**src/rtl/fifo_pkg.sv**
```systemverilog
// Shared definitions for the packet-merge FIFOs: default geometry and the
// status-flag function used to register FULL_N / ALMOST_* from the next count.
package fifo_pkg;

   localparam int PKT_DW = 153;
   localparam int DEF_AW = 4;

   typedef struct packed {
      logic full_n;
      logic almost_full;
      logic almost_empty;
   } fifo_flags_t;

   function automatic fifo_flags_t calc_flags(
      input int next_count,
      input int af_lvl,
      input int ae_lvl,
      input int depth
   );
      fifo_flags_t f;
      f.full_n       = (next_count < depth);
      f.almost_full  = (next_count >= af_lvl);
      f.almost_empty = (next_count <= ae_lvl);
      return f;
   endfunction

endpackage

```
**src/rtl/fifo_ram_sdp.sv**
```systemverilog
// Simple dual-port RAM: one write port, one registered read port with enable.
// The read register has a synchronous clear so the FIFO output can return to zero.
module fifo_ram_sdp #(
   parameter int DW = 8,
   parameter int AW = 4
) (
   input  logic          clk,
   input  logic          wr_en,
   input  logic [AW-1:0] wr_addr,
   input  logic [DW-1:0] wr_data,
   input  logic          rd_en,
   input  logic          rd_clr,
   input  logic [AW-1:0] rd_addr,
   output logic [DW-1:0] rd_data
);

   logic [DW-1:0] mem [0:(1 << AW)-1];

   always_ff @(posedge clk) begin
      if (wr_en) begin
         mem[wr_addr] <= wr_data;
      end
   end

   // Read-before-write on a shared address: the old word is returned.
   always_ff @(posedge clk) begin
      if (rd_clr) begin
         rd_data <= '0;
      end else if (rd_en) begin
         rd_data <= mem[rd_addr];
      end
   end

endmodule

```
**src/rtl/pkt_fifo_sc_param.sv**
```systemverilog
// Parametrised single-clock packet FIFO with optional first-word-fall-through,
// exact occupancy, registered almost-full/empty flags and sticky OVF/UDF.
module pkt_fifo_sc_param
   import fifo_pkg::*;
#(
   parameter int DW     = PKT_DW,
   parameter int AW     = DEF_AW,
   parameter int AF_LVL = (1 << AW) - 2,
   parameter int AE_LVL = 1,
   parameter bit FWFT   = 1'b1
) (
   input  logic          clk,
   input  logic          rst,
   input  logic          clr,
   input  logic [DW-1:0] d_in,
   input  logic          enq,
   input  logic          deq,
   output logic [DW-1:0] d_out,
   output logic          full_n,
   output logic          empty_n,
   output logic          almost_full,
   output logic          almost_empty,
   output logic [AW:0]   count,
   output logic          ovf,
   output logic          udf
);

   localparam int DEPTH = 1 << AW;

   logic [AW-1:0] wr_ptr;
   logic [AW-1:0] rd_ptr;
   logic          pf_valid;

   logic          clear;
   logic          deq_acc;
   logic          enq_acc;
   logic          ram_rd;
   logic          pf_valid_nxt;
   logic          empty_n_nxt;
   logic [AW:0]   count_nxt;
   logic [AW:0]   pf_ext;
   fifo_flags_t   flags_nxt;

   assign clear = rst || clr;

   always_comb begin
      pf_ext       = {{AW{1'b0}}, pf_valid};
      deq_acc      = deq && empty_n;
      enq_acc      = enq && (full_n || deq_acc);
      count_nxt    = count;
      ram_rd       = 1'b0;
      pf_valid_nxt = 1'b0;
      empty_n_nxt  = 1'b0;

      if (enq_acc && !deq_acc) begin
         count_nxt = count + {{AW{1'b0}}, 1'b1};
      end else if (deq_acc && !enq_acc) begin
         count_nxt = count - {{AW{1'b0}}, 1'b1};
      end

      if (FWFT) begin
         // Words still in RAM = count minus the one held in the read register.
         // A word written on this edge is not counted yet, so it is never
         // read back in the same cycle it is written.
         ram_rd       = (count > pf_ext) && (!pf_valid || deq_acc);
         pf_valid_nxt = ram_rd || (pf_valid && !deq_acc);
         empty_n_nxt  = pf_valid_nxt;
      end else begin
         ram_rd      = deq_acc;
         empty_n_nxt = (count_nxt != '0);
      end

      flags_nxt = calc_flags(int'(count_nxt), AF_LVL, AE_LVL, DEPTH);
   end

   // In FWFT mode the RAM read register doubles as the prefetch register.
   fifo_ram_sdp #(
      .DW (DW),
      .AW (AW)
   ) u_ram (
      .clk     (clk),
      .wr_en   (enq_acc && !clear),
      .wr_addr (wr_ptr),
      .wr_data (d_in),
      .rd_en   (ram_rd && !clear),
      .rd_clr  (clear),
      .rd_addr (rd_ptr),
      .rd_data (d_out)
   );

   always_ff @(posedge clk) begin
      if (clear) begin
         wr_ptr       <= '0;
         rd_ptr       <= '0;
         count        <= '0;
         pf_valid     <= 1'b0;
         full_n       <= 1'b1;
         empty_n      <= 1'b0;
         almost_full  <= 1'b0;
         almost_empty <= 1'b1;
         ovf          <= 1'b0;
         udf          <= 1'b0;
      end else begin
         if (enq_acc) begin
            wr_ptr <= wr_ptr + 1'b1;
         end
         if (ram_rd) begin
            rd_ptr <= rd_ptr + 1'b1;
         end
         count        <= count_nxt;
         pf_valid     <= pf_valid_nxt;
         full_n       <= flags_nxt.full_n;
         empty_n      <= empty_n_nxt;
         almost_full  <= flags_nxt.almost_full;
         almost_empty <= flags_nxt.almost_empty;
         if (enq && !enq_acc) begin
            ovf <= 1'b1;
         end
         if (deq && !deq_acc) begin
            udf <= 1'b1;
         end
      end
   end

endmodule

```
**config.mk**
```make
export PLATFORM = sky130hd
export DESIGN_NAME = pkt_fifo_sc_param
export DESIGN_NICKNAME = d
export VERILOG_FILES = /design/src/rtl/fifo_pkg.sv /design/src/rtl/fifo_ram_sdp.sv /design/src/rtl/pkt_fifo_sc_param.sv
export SDC_FILE = /design/constraint.sdc
export NUM_CORES = 2
export LEC_CHECK = 0
export BUFFER_PORTS_ARGS = -buffer_cell sky130_fd_sc_hd__buf_2
export CELL_PAD_IN_SITES_DETAIL_PLACEMENT = 1
export CELL_PAD_IN_SITES_GLOBAL_PLACEMENT = 1
export CORE_UTILIZATION = 49
export DETAILED_ROUTE_END_ITERATION = 12
export PLACE_DENSITY_LB_ADDON = 0.1
export SLEW_MARGIN = 10
export SYNTH_ARGS = -nofsm -noshare
export SYNTH_HDL_FRONTEND = slang
export SYNTH_HIERARCHICAL = 1
export SYNTH_SLANG_ARGS = --single-unit
```
**constraint.sdc**
```tcl
create_clock -name clk -period 16.75 [get_ports clk]
set_clock_uncertainty 0.2 [all_clocks]
set_input_delay 3.35 -clock clk [delete_from_list [all_inputs] [get_ports clk]]
set_output_delay 3.35 -clock clk [all_outputs]
set_load 0.005 [all_outputs]
```
* Yosys cells after proc, flatten, opt, wreduce, memory -nomap -nowiden *
Memory sizes are Yosys's and may differ from the RTL's. A register that Yosys moved wholly into a read port is not among the register bits.
Cells that the tools add are included.

word-level totals
  flip-flop bits (word level) = 19
  bits in writable memories = 2448
  input bits = 158
  output and inout port bits = 164
  word-level logic and storage cells = 40
  memories = 1

operators by class
  add/sub/neg operators = 4
  $lt $le $gt $ge = 4
  muxes and demuxes = 4
  reduce and logical (&&, ||, !) cells = 18

memories
  memory     words  width  rd ports  clocked after memory_dff  wr ports  line                text
  u_ram.mem  16     153    1         1                         1         fifo_ram_sdp.sv:17  logic [DW-1:0] mem [0:(1 << AW)-1];

operators with widths
  kind                                                                    number
  1-bit logical AND                                                       10
  5-bit 2-to-1 mux                                                        2
  4-bit by 1-bit adder with 4-bit output (second input constant)          2
  5-bit by 1-bit adder with 5-bit output (second input constant)          1
  5-bit by 4-bit >= comparator with 1-bit output (second input constant)  1
  5-bit by 1-bit greater-than comparator with 1-bit output                1
  5-bit by 1-bit <= comparator with 1-bit output (second input constant)  1
  5-bit < comparator (second input constant)                              1
  5-bit by 1-bit subtractor with 5-bit output (second input constant)     1
  1-bit logical NOT                                                       4
  1-bit logical OR                                                        4
  1-bit 2-to-1 mux                                                        2

* Logic depth before layout (Yosys ltp) *
  depth in word-level cells = 8
  mapped depth = 12
  mapped depth without buffers = 9

* Hierarchy *
Netlist, hierarchy kept.

by module, submodules not included
  module             instances  cells an instance  area each (µm²)  seq. area each (µm²)
  fifo_ram_sdp       1          5194               98278.0          76573.4
  pkt_fifo_sc_param  1          97                 919.6            380.4

* Worst setup path before layout *
OpenSTA, ideal clock, no wires.

  kind = input-to-reg
  start point = input port clr
  end point = memory u_ram/mem[0][0] (netlist bit), enable pin
  library setup time = 0.853 ns
  arrival time = 15.065 ns
  data required time = 15.697 ns
  setup slack = 0.632 ns
  stages on the path = 6
  buffers on the path = 1
  cell sequence = nor2_1 > clkinv_1 > clkbuf_1 > nor2_1 > or3b_2 > nor3_1

on the way
  longest elaborated chain between the ends = 5

RTL lines
  what                                    line                     text
  from (decl)                             pkt_fifo_sc_param.sv:14  input logic clr,
  1-bit logical OR                        pkt_fifo_sc_param.sv:44  assign clear = rst || clr;
  via clear                               pkt_fifo_sc_param.sv:34  logic clear;
  1-bit logical NOT                       pkt_fifo_sc_param.sv:82  .wr_en (enq_acc && !clear),
  1-bit logical AND                       pkt_fifo_sc_param.sv:82
  1-bit 2-to-1 mux                        fifo_ram_sdp.sv:20       if (wr_en) begin
  1-bit 2-to-1 mux (not written as such)  fifo_ram_sdp.sv:21       mem[wr_addr] <= wr_data;
  to (decl)                               fifo_ram_sdp.sv:17

The timed path passes the listed nets, and every way through them passes these cells.

* Worst setup path after layout *
  start point = input port clr
  end point = memory u_ram/mem[0][117] (netlist bit), enable pin

on the way
  longest elaborated chain between the ends = 5

RTL lines
  what                                    line
  1-bit logical OR                        pkt_fifo_sc_param.sv:44
  1-bit logical NOT                       pkt_fifo_sc_param.sv:82
  1-bit logical AND                       pkt_fifo_sc_param.sv:82
  1-bit 2-to-1 mux                        fifo_ram_sdp.sv:20
  1-bit 2-to-1 mux (not written as such)  fifo_ram_sdp.sv:21

No other way between the ends.

==> metrics.txt <==
status=finished, final reports clean; IO buf count=between 300 and 400; unrepaired setup endpoints after global routing=no; GR Util All Layers=0.2473; antenna violations before repair=51; Worst VDD drop=0.08969 mV; cell count after synthesis=about 5.3k; global-route wire length before repair=368.2 mm; Design Power=about 14000 µW; CTS resizes=0; part of the power in registers=0.530; Hold Buf Count CTS=0; Fin Setup TNS=0 ns; Int Pwr=approximately 11000 µW; grt total ovfl=0; Yosys cell types=between 50 and 60; vias in the first global route=53.73k; synthesized flop and latch total=2620; hold path cells=2; row count=about 160; HPWL after detailed placement=~130 mm; CP endpoint kind=flop; Worst Tran Pin Value=1.210 ns; max cap viols=0; total wire length=approximately 250 mm; Arr. time, crit path=~7.4 ns; Final Hold Fails=0; CTS max path bufs=4; fmax=approximately 0.14 GHz; P_sw=2720 µW; I/O pin cnt=about 320; Post-Syn Area=99200 µm²; clock share of power=0.443; syn_nets=roughly 5.5k; CP Launch Type=input port; largest net degree at the start of global routing=between 100 and 150; relative slew slack=0.1934; PD cells=120.4 nW/µm²; sequential-to-total area share from yosys stat=0.7758; Setup violations, final=0; Die Y-Extent=451.9 µm; crit path kind=input port to flop; switch share=0.2008; Leakage=~0.035 µW; Starting DRT DRC Count=slightly above 4k; WL/cell=slightly below 30 µm; CTS H-tree depth=5; CTS buffer count=290; post-route minimum period=just over 7 ns; Hold Path Class=flop to flop; DRC Markers=0; Logic pwr share=0.027; post-DR vias/cell=between 5 and 6; fin crit share=0.4242; top-count cell post-synth=edfxtp_1; CTS tree=built; Routed Antenna Nets=0; P&R area growth vs syn=13.44%; Async SR Flop Fraction=0; nets=5873; first drt pass iteration count=5; clk slew on worst S/H paths=around 0.060 ns; routability congestion estimate=around 0.74; Pins Over Slew Limit=0; post-synthesis area per instance=approximately 19 µm²; Core Region=200500 µm²; Crit Path Max Fanout=49; clock tree sinks=2620; most instantiated cells after synthesis=edfxtp_1 (2448), mux2i_1 (809), nand3_1 (306); overall die width=451.9 µm; Critical Path RT=~17 ns; Yosys top cell by area=edfxtp_1; initial core utilization=0.4948; Die ar.=between 200000 and 250000 µm²; Worst-Skew Late Latency=between 0.9 and 1 ns; Synth area leaders=edfxtp_1 (74%), mux2i_1 (8.2%), mux4_2 (4.7%); share of the synthesized area in the top cell type=0.7411; EDFF count, synth=roughly 2.4k; vias=roughly 51k; CTS root buf=clkbuf_16; ratio of cells with drive above 1 in the final layout=0.1953; main flop type after synthesis=edfxtp_1; Yosys warning count=6; postcts setup bufs=0; reg2reg path depth=8
==> worst paths after layout <==
| kind | from | to | slack [ns] |
|---|---|---|---|
| worst max-delay path | clr | u_ram/mem[0][117] | 9.64 |
| worst min-delay path | u_ram/rd_data[146] | u_ram/rd_data[146] | 0.25 |
| worst max register to register | rd_ptr[0] | u_ram/rd_data[3] | 11.07 |
| worst min register to register | u_ram/rd_data[146] | u_ram/rd_data[146] | 0.25 |
==> area by class of cell <==
type                    count  area, µm²
diodes                     14      35.03
clock buffers             416       8097
clock inverters            84      720.7
fillers                 17500      87950
inverters                   6      25.02
multi-input cells        2372      20880
flip-flops and latches   2620      76970
well taps                2656       3323
repair buffers            420       2487
==> sequential cells by signal, indices dropped and copies added (netlist names) <==
name and flops:
full_n 1, pf_valid 1, wr_ptr 4, udf 1, rd_ptr 4, count 5, u_ram/mem 2448, u_ram/rd_data 153
almost_empty 1, ovf 1, almost_full 1
==> cells in the final DEF (no fill, tap or decap), types with 15 or more instances in the layout <==
| cell type | count |
|---|---|
| a21oi_1 | 184 |
| o22ai_2 | 15 |
| buf_2 | 321 |
| clkbuf_16 | 295 |
| mux2_2 | 103 |
| nand3_1 | 306 |
| nor2_1 | 69 |
| buf_4 | 88 |
| mux2i_1 | 809 |
| clkinv_1 | 39 |
| o22ai_1 | 37 |
| nand2_1 | 285 |
| nor2_4 | 16 |
| mux4_2 | 208 |
| clkinv_2 | 23 |
| nor3_1 | 53 |
| clkbuf_8 | 26 |
| clkbuf_1 | 95 |
| edfxtp_1 | 2448 |
| a22oi_1 | 225 |
| dfxtp_1 | 169 |
==> stage by stage <==
stage	setup slack, ns	hold WS [ns]	area (µm²)	cells	utilization
global placement	8.709	0.2451	103700	8074	0.5172
global route	9.481	0.2833	112500	8582	0.5612
floorplan	0.6322	0.2500	99200	5291	-
finish	9.645	0.2487	112500	8588	0.5613
detailed placement	8.648	0.2371	103700	8074	0.5172
CTS	9.611	0.2472	112500	8574	0.5611
==> per-layer routing <==
metal	share of wire	wire length, µm	GRT usage	vias up
met4	0.028	7171	0.08040	36
met2	0.49	123900	0.4049	1176
met5	0.00091	232	0	-
met1	0.44	111000	0.3413	27330
met3	0.046	11690	0.03799	455
li1	-	-	-	21970
==> cells by family (layout without fill, tap and decap cells) <==
group | Yosys count | count (layout) | synth area share
AOI/OAI and AO/OA | 474 | 474 | 0.03204
and+or+nand+nor | 764 | 764 | 0.03454
buffers and inverters | 299 | 926 | 0.01567
other | 0 | 14 | 0
muxes | 1121 | 1121 | 0.1407
adders and majority gates | 5 | 5 | 0.0006307
DFF | 2620 | 2620 | 0.7758
xor gates and xnor gates | 8 | 8 | 0.0007064
==> power groups by stage <==
stage               clock network [µW]  registers (µW)  logic (µW)
detailed placement                   0            7320         365
global route                      6340            7180         390
finish                            6000            7180         360
CTS                               6130            7180         366
floorplan                            0            7320         205
global placement                     0            7320         354
==> worst max-delay path, stage by stage <==
cell and delay (ns):
buf_2 0.10, nor2_1 0.31, inv_4 0.22, nor2_1 0.28, or3b_2 0.59, nor3_2 0.18, buf_4 0.63, buf_4 0.83
buf_4 0.77
Power figures use the tool's default switching activity.
